[src/rtl/dcmac_0_cnt_pkg.sv]
// Shared types and constants for the DCMAC AXIS per-channel counter extension.
package dcmac_0_cnt_pkg;

    localparam int unsigned NUM_CH_DEF = 6;
    localparam int unsigned CNT_LO_W   = 32;
    localparam int unsigned CNT_HI_W   = 32;
    localparam int unsigned CH_ID_W    = 3;

    // Upper count segment for every channel, packed channel-major.
    typedef logic [NUM_CH_DEF-1:0][CNT_HI_W-1:0] cnt_hi_arr_t;

    // One bit per channel.
    typedef logic [NUM_CH_DEF-1:0] ch_mask_t;

    // Per-channel clear/snapshot handshake state.
    typedef enum logic [1:0] {
        CLR_IDLE    = 2'd0,
        CLR_PENDING = 2'd1,
        CLR_SNAP    = 2'd2
    } clr_state_e;

endpackage

[src/rtl/dcmac_0_cnt_hi_slice.sv]
// One channel of the counter extension: upper pkt/byte segments, sticky wrap
// flags, clear-pending state and the software-visible snapshot registers.
module dcmac_0_cnt_hi_slice
    import dcmac_0_cnt_pkg::*;
#(
    parameter int unsigned HI_W = CNT_HI_W
) (
    input  logic            clk,
    input  logic            rst,
    input  logic            slot_i,
    input  logic            pkt_carry_i,
    input  logic            byte_carry_i,
    input  logic            clr_edge_i,
    output logic [HI_W-1:0] pkt_hi_o,
    output logic [HI_W-1:0] byte_hi_o,
    output logic            pkt_ovf_o,
    output logic            byte_ovf_o,
    output logic            clear_done_o
);

    clr_state_e      state_q, state_d;
    logic [HI_W-1:0] pkt_hi_q, pkt_hi_d;
    logic [HI_W-1:0] byte_hi_q, byte_hi_d;
    logic            pkt_ovf_q, pkt_ovf_d;
    logic            byte_ovf_q, byte_ovf_d;
    logic [HI_W-1:0] pkt_snap_q, pkt_snap_d;
    logic [HI_W-1:0] byte_snap_q, byte_snap_d;
    logic            pkt_ovf_snap_q, pkt_ovf_snap_d;
    logic            byte_ovf_snap_q, byte_ovf_snap_d;
    logic            done_q, done_d;

    logic            consume_c;
    logic [HI_W-1:0] pkt_sum_c;
    logic [HI_W-1:0] byte_sum_c;
    logic            pkt_wrap_c;
    logic            byte_wrap_c;

    // Carry arithmetic for the live segments; a wrap is all-ones plus a carry.
    always_comb begin
        pkt_sum_c   = pkt_hi_q + HI_W'(pkt_carry_i);
        byte_sum_c  = byte_hi_q + HI_W'(byte_carry_i);
        pkt_wrap_c  = pkt_carry_i & (&pkt_hi_q);
        byte_wrap_c = byte_carry_i & (&byte_hi_q);
    end

    // Next state: clear handshake, counting and snapshot on the channel's slot.
    always_comb begin
        state_d         = state_q;
        pkt_hi_d        = pkt_hi_q;
        byte_hi_d       = byte_hi_q;
        pkt_ovf_d       = pkt_ovf_q;
        byte_ovf_d      = byte_ovf_q;
        pkt_snap_d      = pkt_snap_q;
        byte_snap_d     = byte_snap_q;
        pkt_ovf_snap_d  = pkt_ovf_snap_q;
        byte_ovf_snap_d = byte_ovf_snap_q;
        done_d          = 1'b0;
        consume_c       = 1'b0;

        case (state_q)
            CLR_IDLE: begin
                if (clr_edge_i) begin
                    state_d = CLR_PENDING;
                end
            end
            CLR_PENDING: begin
                if (slot_i) begin
                    consume_c = 1'b1;
                    // A fresh edge in the consuming cycle re-arms another snapshot.
                    state_d   = clr_edge_i ? CLR_PENDING : CLR_SNAP;
                end
            end
            CLR_SNAP: begin
                state_d = clr_edge_i ? CLR_PENDING : CLR_IDLE;
            end
            default: begin
                state_d = CLR_IDLE;
            end
        endcase

        if (slot_i) begin
            if (consume_c) begin
                // Snapshot excludes this slot's carry, which opens the new epoch.
                pkt_snap_d      = pkt_hi_q;
                byte_snap_d     = byte_hi_q;
                pkt_ovf_snap_d  = pkt_ovf_q;
                byte_ovf_snap_d = byte_ovf_q;
                pkt_hi_d        = HI_W'(pkt_carry_i);
                byte_hi_d       = HI_W'(byte_carry_i);
                pkt_ovf_d       = 1'b0;
                byte_ovf_d      = 1'b0;
                done_d          = 1'b1;
            end else begin
                pkt_hi_d   = pkt_sum_c;
                byte_hi_d  = byte_sum_c;
                pkt_ovf_d  = pkt_ovf_q | pkt_wrap_c;
                byte_ovf_d = byte_ovf_q | byte_wrap_c;
            end
        end
    end

    // State and counter registers.
    always_ff @(posedge clk or posedge rst) begin
        if (rst) begin
            state_q         <= CLR_IDLE;
            pkt_hi_q        <= '0;
            byte_hi_q       <= '0;
            pkt_ovf_q       <= 1'b0;
            byte_ovf_q      <= 1'b0;
            pkt_snap_q      <= '0;
            byte_snap_q     <= '0;
            pkt_ovf_snap_q  <= 1'b0;
            byte_ovf_snap_q <= 1'b0;
            done_q          <= 1'b0;
        end else begin
            state_q         <= state_d;
            pkt_hi_q        <= pkt_hi_d;
            byte_hi_q       <= byte_hi_d;
            pkt_ovf_q       <= pkt_ovf_d;
            byte_ovf_q      <= byte_ovf_d;
            pkt_snap_q      <= pkt_snap_d;
            byte_snap_q     <= byte_snap_d;
            pkt_ovf_snap_q  <= pkt_ovf_snap_d;
            byte_ovf_snap_q <= byte_ovf_snap_d;
            done_q          <= done_d;
        end
    end

    assign pkt_hi_o     = pkt_snap_q;
    assign byte_hi_o    = byte_snap_q;
    assign pkt_ovf_o    = pkt_ovf_snap_q;
    assign byte_ovf_o   = byte_ovf_snap_q;
    assign clear_done_o = done_q;

endmodule

[src/rtl/dcmac_0_axis_pkt_cnt_ext.sv]
// Upper-half extension of the DCMAC AXIS per-channel packet/byte counters.
// Consumes the time-slotted carry stream and snapshots per channel on clear.
module dcmac_0_axis_pkt_cnt_ext
    import dcmac_0_cnt_pkg::*;
#(
    parameter int unsigned NUM_CH         = NUM_CH_DEF,
    parameter int unsigned HI_W           = CNT_HI_W,
    parameter int unsigned REGISTER_INPUT = 1
) (
    input  logic                          clk,
    input  logic                          rst,
    input  logic [NUM_CH-1:0]             i_clear_counters,
    input  logic [CH_ID_W-1:0]            i_carry_id_m1,
    input  logic                          i_pkt_cnt_carry,
    input  logic                          i_byte_cnt_carry,
    output logic [NUM_CH-1:0][HI_W-1:0]   o_pkt_cnt_hi,
    output logic [NUM_CH-1:0][HI_W-1:0]   o_byte_cnt_hi,
    output logic [NUM_CH-1:0]             o_pkt_hi_ovf,
    output logic [NUM_CH-1:0]             o_byte_hi_ovf,
    output logic [NUM_CH-1:0]             o_clear_done
);

    logic [CH_ID_W-1:0] id_s;
    logic               pc_s;
    logic               bc_s;
    logic [NUM_CH-1:0]  clr_q;
    logic [NUM_CH-1:0]  clr_qq;
    logic [NUM_CH-1:0]  clr_edge_c;
    logic [NUM_CH-1:0]  slot_c;

    if (REGISTER_INPUT != 0) begin : g_in_reg
        logic [CH_ID_W-1:0] id_q;
        logic               pc_q;
        logic               bc_q;

        // Retime the carry slot once before it is decoded.
        always_ff @(posedge clk or posedge rst) begin
            if (rst) begin
                id_q <= '0;
                pc_q <= 1'b0;
                bc_q <= 1'b0;
            end else begin
                id_q <= i_carry_id_m1;
                pc_q <= i_pkt_cnt_carry;
                bc_q <= i_byte_cnt_carry;
            end
        end

        assign id_s = id_q;
        assign pc_s = pc_q;
        assign bc_s = bc_q;
    end else begin : g_in_raw
        assign id_s = i_carry_id_m1;
        assign pc_s = i_pkt_cnt_carry;
        assign bc_s = i_byte_cnt_carry;
    end

    // Two-stage sampling of the clear levels for rising-edge detection.
    always_ff @(posedge clk or posedge rst) begin
        if (rst) begin
            clr_q  <= '0;
            clr_qq <= '0;
        end else begin
            clr_q  <= i_clear_counters;
            clr_qq <= clr_q;
        end
    end

    assign clr_edge_c = clr_q & ~clr_qq;

    // One-hot slot decode; ids at or above NUM_CH select no channel.
    always_comb begin
        slot_c = '0;
        for (int unsigned i = 0; i < NUM_CH; i++) begin
            slot_c[i] = (id_s == CH_ID_W'(i));
        end
    end

    for (genvar g = 0; g < NUM_CH; g++) begin : g_ch
        dcmac_0_cnt_hi_slice #(
            .HI_W (HI_W)
        ) u_slice (
            .clk          (clk),
            .rst          (rst),
            .slot_i       (slot_c[g]),
            .pkt_carry_i  (pc_s),
            .byte_carry_i (bc_s),
            .clr_edge_i   (clr_edge_c[g]),
            .pkt_hi_o     (o_pkt_cnt_hi[g]),
            .byte_hi_o    (o_byte_cnt_hi[g]),
            .pkt_ovf_o    (o_pkt_hi_ovf[g]),
            .byte_ovf_o   (o_byte_hi_ovf[g]),
            .clear_done_o (o_clear_done[g])
        );
    end

endmodule
[config.mk]
export PLATFORM = sky130hd
export DESIGN_NAME = dcmac_0_axis_pkt_cnt_ext
export DESIGN_NICKNAME = d
export VERILOG_FILES = /design/src/rtl/dcmac_0_cnt_pkg.sv /design/src/rtl/dcmac_0_cnt_hi_slice.sv /design/src/rtl/dcmac_0_axis_pkt_cnt_ext.sv
export SDC_FILE = /design/constraint.sdc
export NUM_CORES = 2
export LEC_CHECK = 0
export ABC_AREA = 1
export CAP_MARGIN = 20
export CORE_ASPECT_RATIO = 1.2
export CORE_MARGIN = 10
export CORE_UTILIZATION = 60
export CTS_CLUSTER_DIAMETER = 120
export DETAILED_ROUTE_END_ITERATION = 8
export PLACE_DENSITY_LB_ADDON = 0.15
export SKIP_LAST_GASP = 1
export SYNTH_ARGS = -nofsm -noshare
export SYNTH_HDL_FRONTEND = slang
export SYNTH_SLANG_ARGS = --single-unit
[constraint.sdc]
create_clock -name clk -period 71.6 [get_ports clk]
set_input_delay 21.48 -clock clk [delete_from_list [all_inputs] [get_ports clk]]
set_output_delay 21.48 -clock clk [all_outputs]
set_load 0.1 [all_outputs]
==> flow_summary.json <==
{
  "run_status": "finished clean",
  "synthXorXnorAreaFrac_pct": 0,
  "numPortBuffers": 414,
  "drv_cap": 0,
  "synthTopCellsByArea": "dfrtp_1 54%, nand2_1 17%, nor2_1 7.5%, o21ai_0 4.9%, inv_1 4.4%",
  "clock_latency_ns": 0.64,
  "finalCritPeriodShare_pct": 35.87,
  "die-area_mm2": 0.07480,
  "root_buffer": "clkbuf_16",
  "synth_top_family_by_area": "simple AND/OR/NAND/NOR gates",
  "netlist_top_cells_count": "1696 x nand2_1, 827 x dfrtp_1, 774 x nor2_1",
  "critical_path_class": "in -> async",
  "die_x_um": 251.3,
  "layout_setup_ws_ns": 45.92,
  "synthCells": 5043,
  "power_density_mw_per_mm2": 22.86,
  "synth_most_common_cell": "nand2_1",
  "place_area_mm2": 0.04317,
  "postRouteAntennaNets": 0,
  "path_clk_slew_ns": 0.06,
  "synth_mux_area_share_pct": 0,
  "fin_tns_setup_ns": 0,
  "firstDrtPassIters": 6,
  "async_reset_ff_share_pct": 100.0,
  "max_slew_margin_pct": 22.72,
  "drv_slew": 0,
  "syn_nets": 5080,
  "finish.instance_area_mm2": 0.04610,
  "viasPerCell": 5.360,
  "num_rows": 101,
  "wl_um": 104700,
  "vdd_ir_drop_max_uv": 20.24,
  "ys_ff_latch": 827,
  "syn_to_final_growth_pct": 19.63,
  "syn-cell-area_mm2": 0.03853,
  "grt_use_total_pct": 27.53,
  "hold_buffers": 0,
  "yosysSeqAreaShare_pct": 53.71,
  "critPathLaunchType": "primary input",
  "cp.required_ns": 72.27,
  "initial_utilization_pct": 60.74,
  "clock_path_buffers": 3,
  "dpl_worst_slack_ns": 44.42,
  "synth_largest_area_cell": "dfrtp_1",
  "dr_total_vias": 33760,
  "antenna_found_initial": 1,
  "cts_tree": "built",
  "hold_class": "reg -> reg",
  "post_cts.repair.setup_buffers": 0,
  "synth_compound_area_share_pct": 8.394,
  "crit_path_end_kind": "asynchronous set/reset pin",
  "nets": 5444,
  "grt_pass1_wl_um": 168800,
  "cp_max_fo": 136,
  "ctsResizeCount": 0,
  "synth_top_area_share_pct": 53.71,
  "nFillCells": 5055,
  "leakagePower_uw": 0.02204,
  "period_minus_slack_ns": 25.68,
  "drt_iter0_markers": 2611,
  "final_core_util_pct": 72.67,
  "dpl.hpwl_um": 74350,
  "yosys_warnings": 0,
  "htree_num_levels": 3,
  "rrSetupSlack_ns": 68.18,
  "finalSetupViolCount": 0,
  "drc": 0,
  "synthDistinctLibCells": 27,
  "grt_pass1_vias": 32640,
  "finalHoldViolCount": 0,
  "tightest_slew_ns": 1.156,
  "die_h_um": 297.6,
  "fin_skew_ns": 0.02629,
  "synth-adder-area-share_pct": 0.7793,
  "arrival_ns": 26.35,
  "synth-main-ff-cell": "dfrtp_1",
  "gr-total-overflow": 0,
  "synth-simple-area-share_pct": 30.76,
  "synth_edf_count": 0,
  "clkSinkCount": 827,
  "gp_congestion": 0.9264,
  "rsz0062_at_grt": "false",
  "core_mm2": 0.06344,
  "grt_max_degree": 137,
  "avgSynthCellArea_um2": 7.641,
  "io_pins": 415,
  "fmax_ghz": 0.03893,
  "cts_buffers": 82,
  "layout-drive-gt1-share_pct": 3.837,
  "post_drt_wl_per_cell_um": 16.62
}
## final cells by class
cell class / count / area [µm²] / share of cell area (%)
sequential: 827 / 20690 / 44.89
clock inverter: 33 / 514.2 / 1.116
antenna: 1 / 2.502 / 0.005428
timing repair buffer: 437 / 4357 / 9.451
clock buffer: 117 / 2356 / 5.111
tap: 824 / 1031 / 2.237
multi-input combinational: 3603 / 15420 / 33.45
inverter: 456 / 1724 / 3.740
## cell usage in the layout (no fill, tap or decap), types with 3 or more instances in the layout
cell,count
bufinv_16,12
clkbuf_1,20
and3_1,12
buf_4,21
o22ai_1,6
nand2_1,1693
ha_1,24
and2_1,11
nor2_2,25
nor2_1,773
inv_2,3
nand2_4,4
clkbuf_16,84
clkinv_2,13
a21oi_1,243
nand4_1,21
clkdlybuf4s50_1,414
clkinv_8,3
o21ai_0,378
clkbuf_8,13
nor2_4,17
nand3_1,298
clkinvlp_4,3
a31oi_1,7
nor3_1,69
a22oi_1,4
nand3b_1,9
inv_1,450
dfrtp_1,827
## cells by family after synthesis
family / after synthesis
and+or+nand+nor: 2939
DFF: 827
adders and majority gates: 24
AOI/OAI and AO/OA: 640
buffers and inverters: 613
## worst max-delay path, stage by stage
cell	delay [ns]
clkdlybuf4s50_1	0.50
inv_8	0.64
buf_4	0.52
buf_4	0.85
buf_4	0.74
buf_4	0.72
buf_4	0.75
## final timing paths
kind | from | to | cells past startpoint
min | clr_q[4] | clr_qq[4] | 0
max in group clk | g_ch[1].u_slice.byte_hi_o[31] | o_byte_cnt_hi[63] | 1
min in group asynchronous | rst | g_ch[4].u_slice.byte_hi_o[16] | 2
max reg2reg | g_in_reg.id_q[0] | g_ch[0].u_slice.byte_hi_q[5] | 7
max | rst | g_ch[3].u_slice.byte_hi_o[31] | 7
min reg2reg | clr_q[4] | clr_qq[4] | 0
## report_power, final
part           leakage (µW)  switching [µW]  internal [µW]
combinational       0.00921            83.4           21.4
sequential           0.0114            11.0            479
clock               0.00140             185            273
## state kept, by name, summed over array words and instances, names as in the netlist, 12 cells and up
name and count:
g_ch.u_slice.pkt_hi_o 192, g_ch.u_slice.byte_hi_o 192, g_ch.u_slice.state_q 12, g_ch.u_slice.byte_hi_q 192, g_ch.u_slice.pkt_hi_q 192
## metrics by stage
stage / hold WS [ns] / cells / power [µW]
after floorplan: 0.3537 / 5043 / 575.3
after global placement: 0.3583 / 6145 / 602.0
after detailed placement: 0.3648 / 6145 / 603.6
after CTS: 0.3781 / 6295 / 1061
after global routing: 0.3908 / 6298 / 1089
final: 0.3736 / 6298 / 1054
## metal layers
metal | track usage [%] | part of all wire (%) | vias to the layer above
met5 | 0 | 0 | -
met4 | 11.18 | 3.8 | 0
met3 | 6.291 | 7.1 | 218
met2 | 46.31 | 48 | 966
met1 | 33.75 | 41 | 15970
li1 | - | - | 16600
No activity file was read; power rests on OpenSTA's default activity.
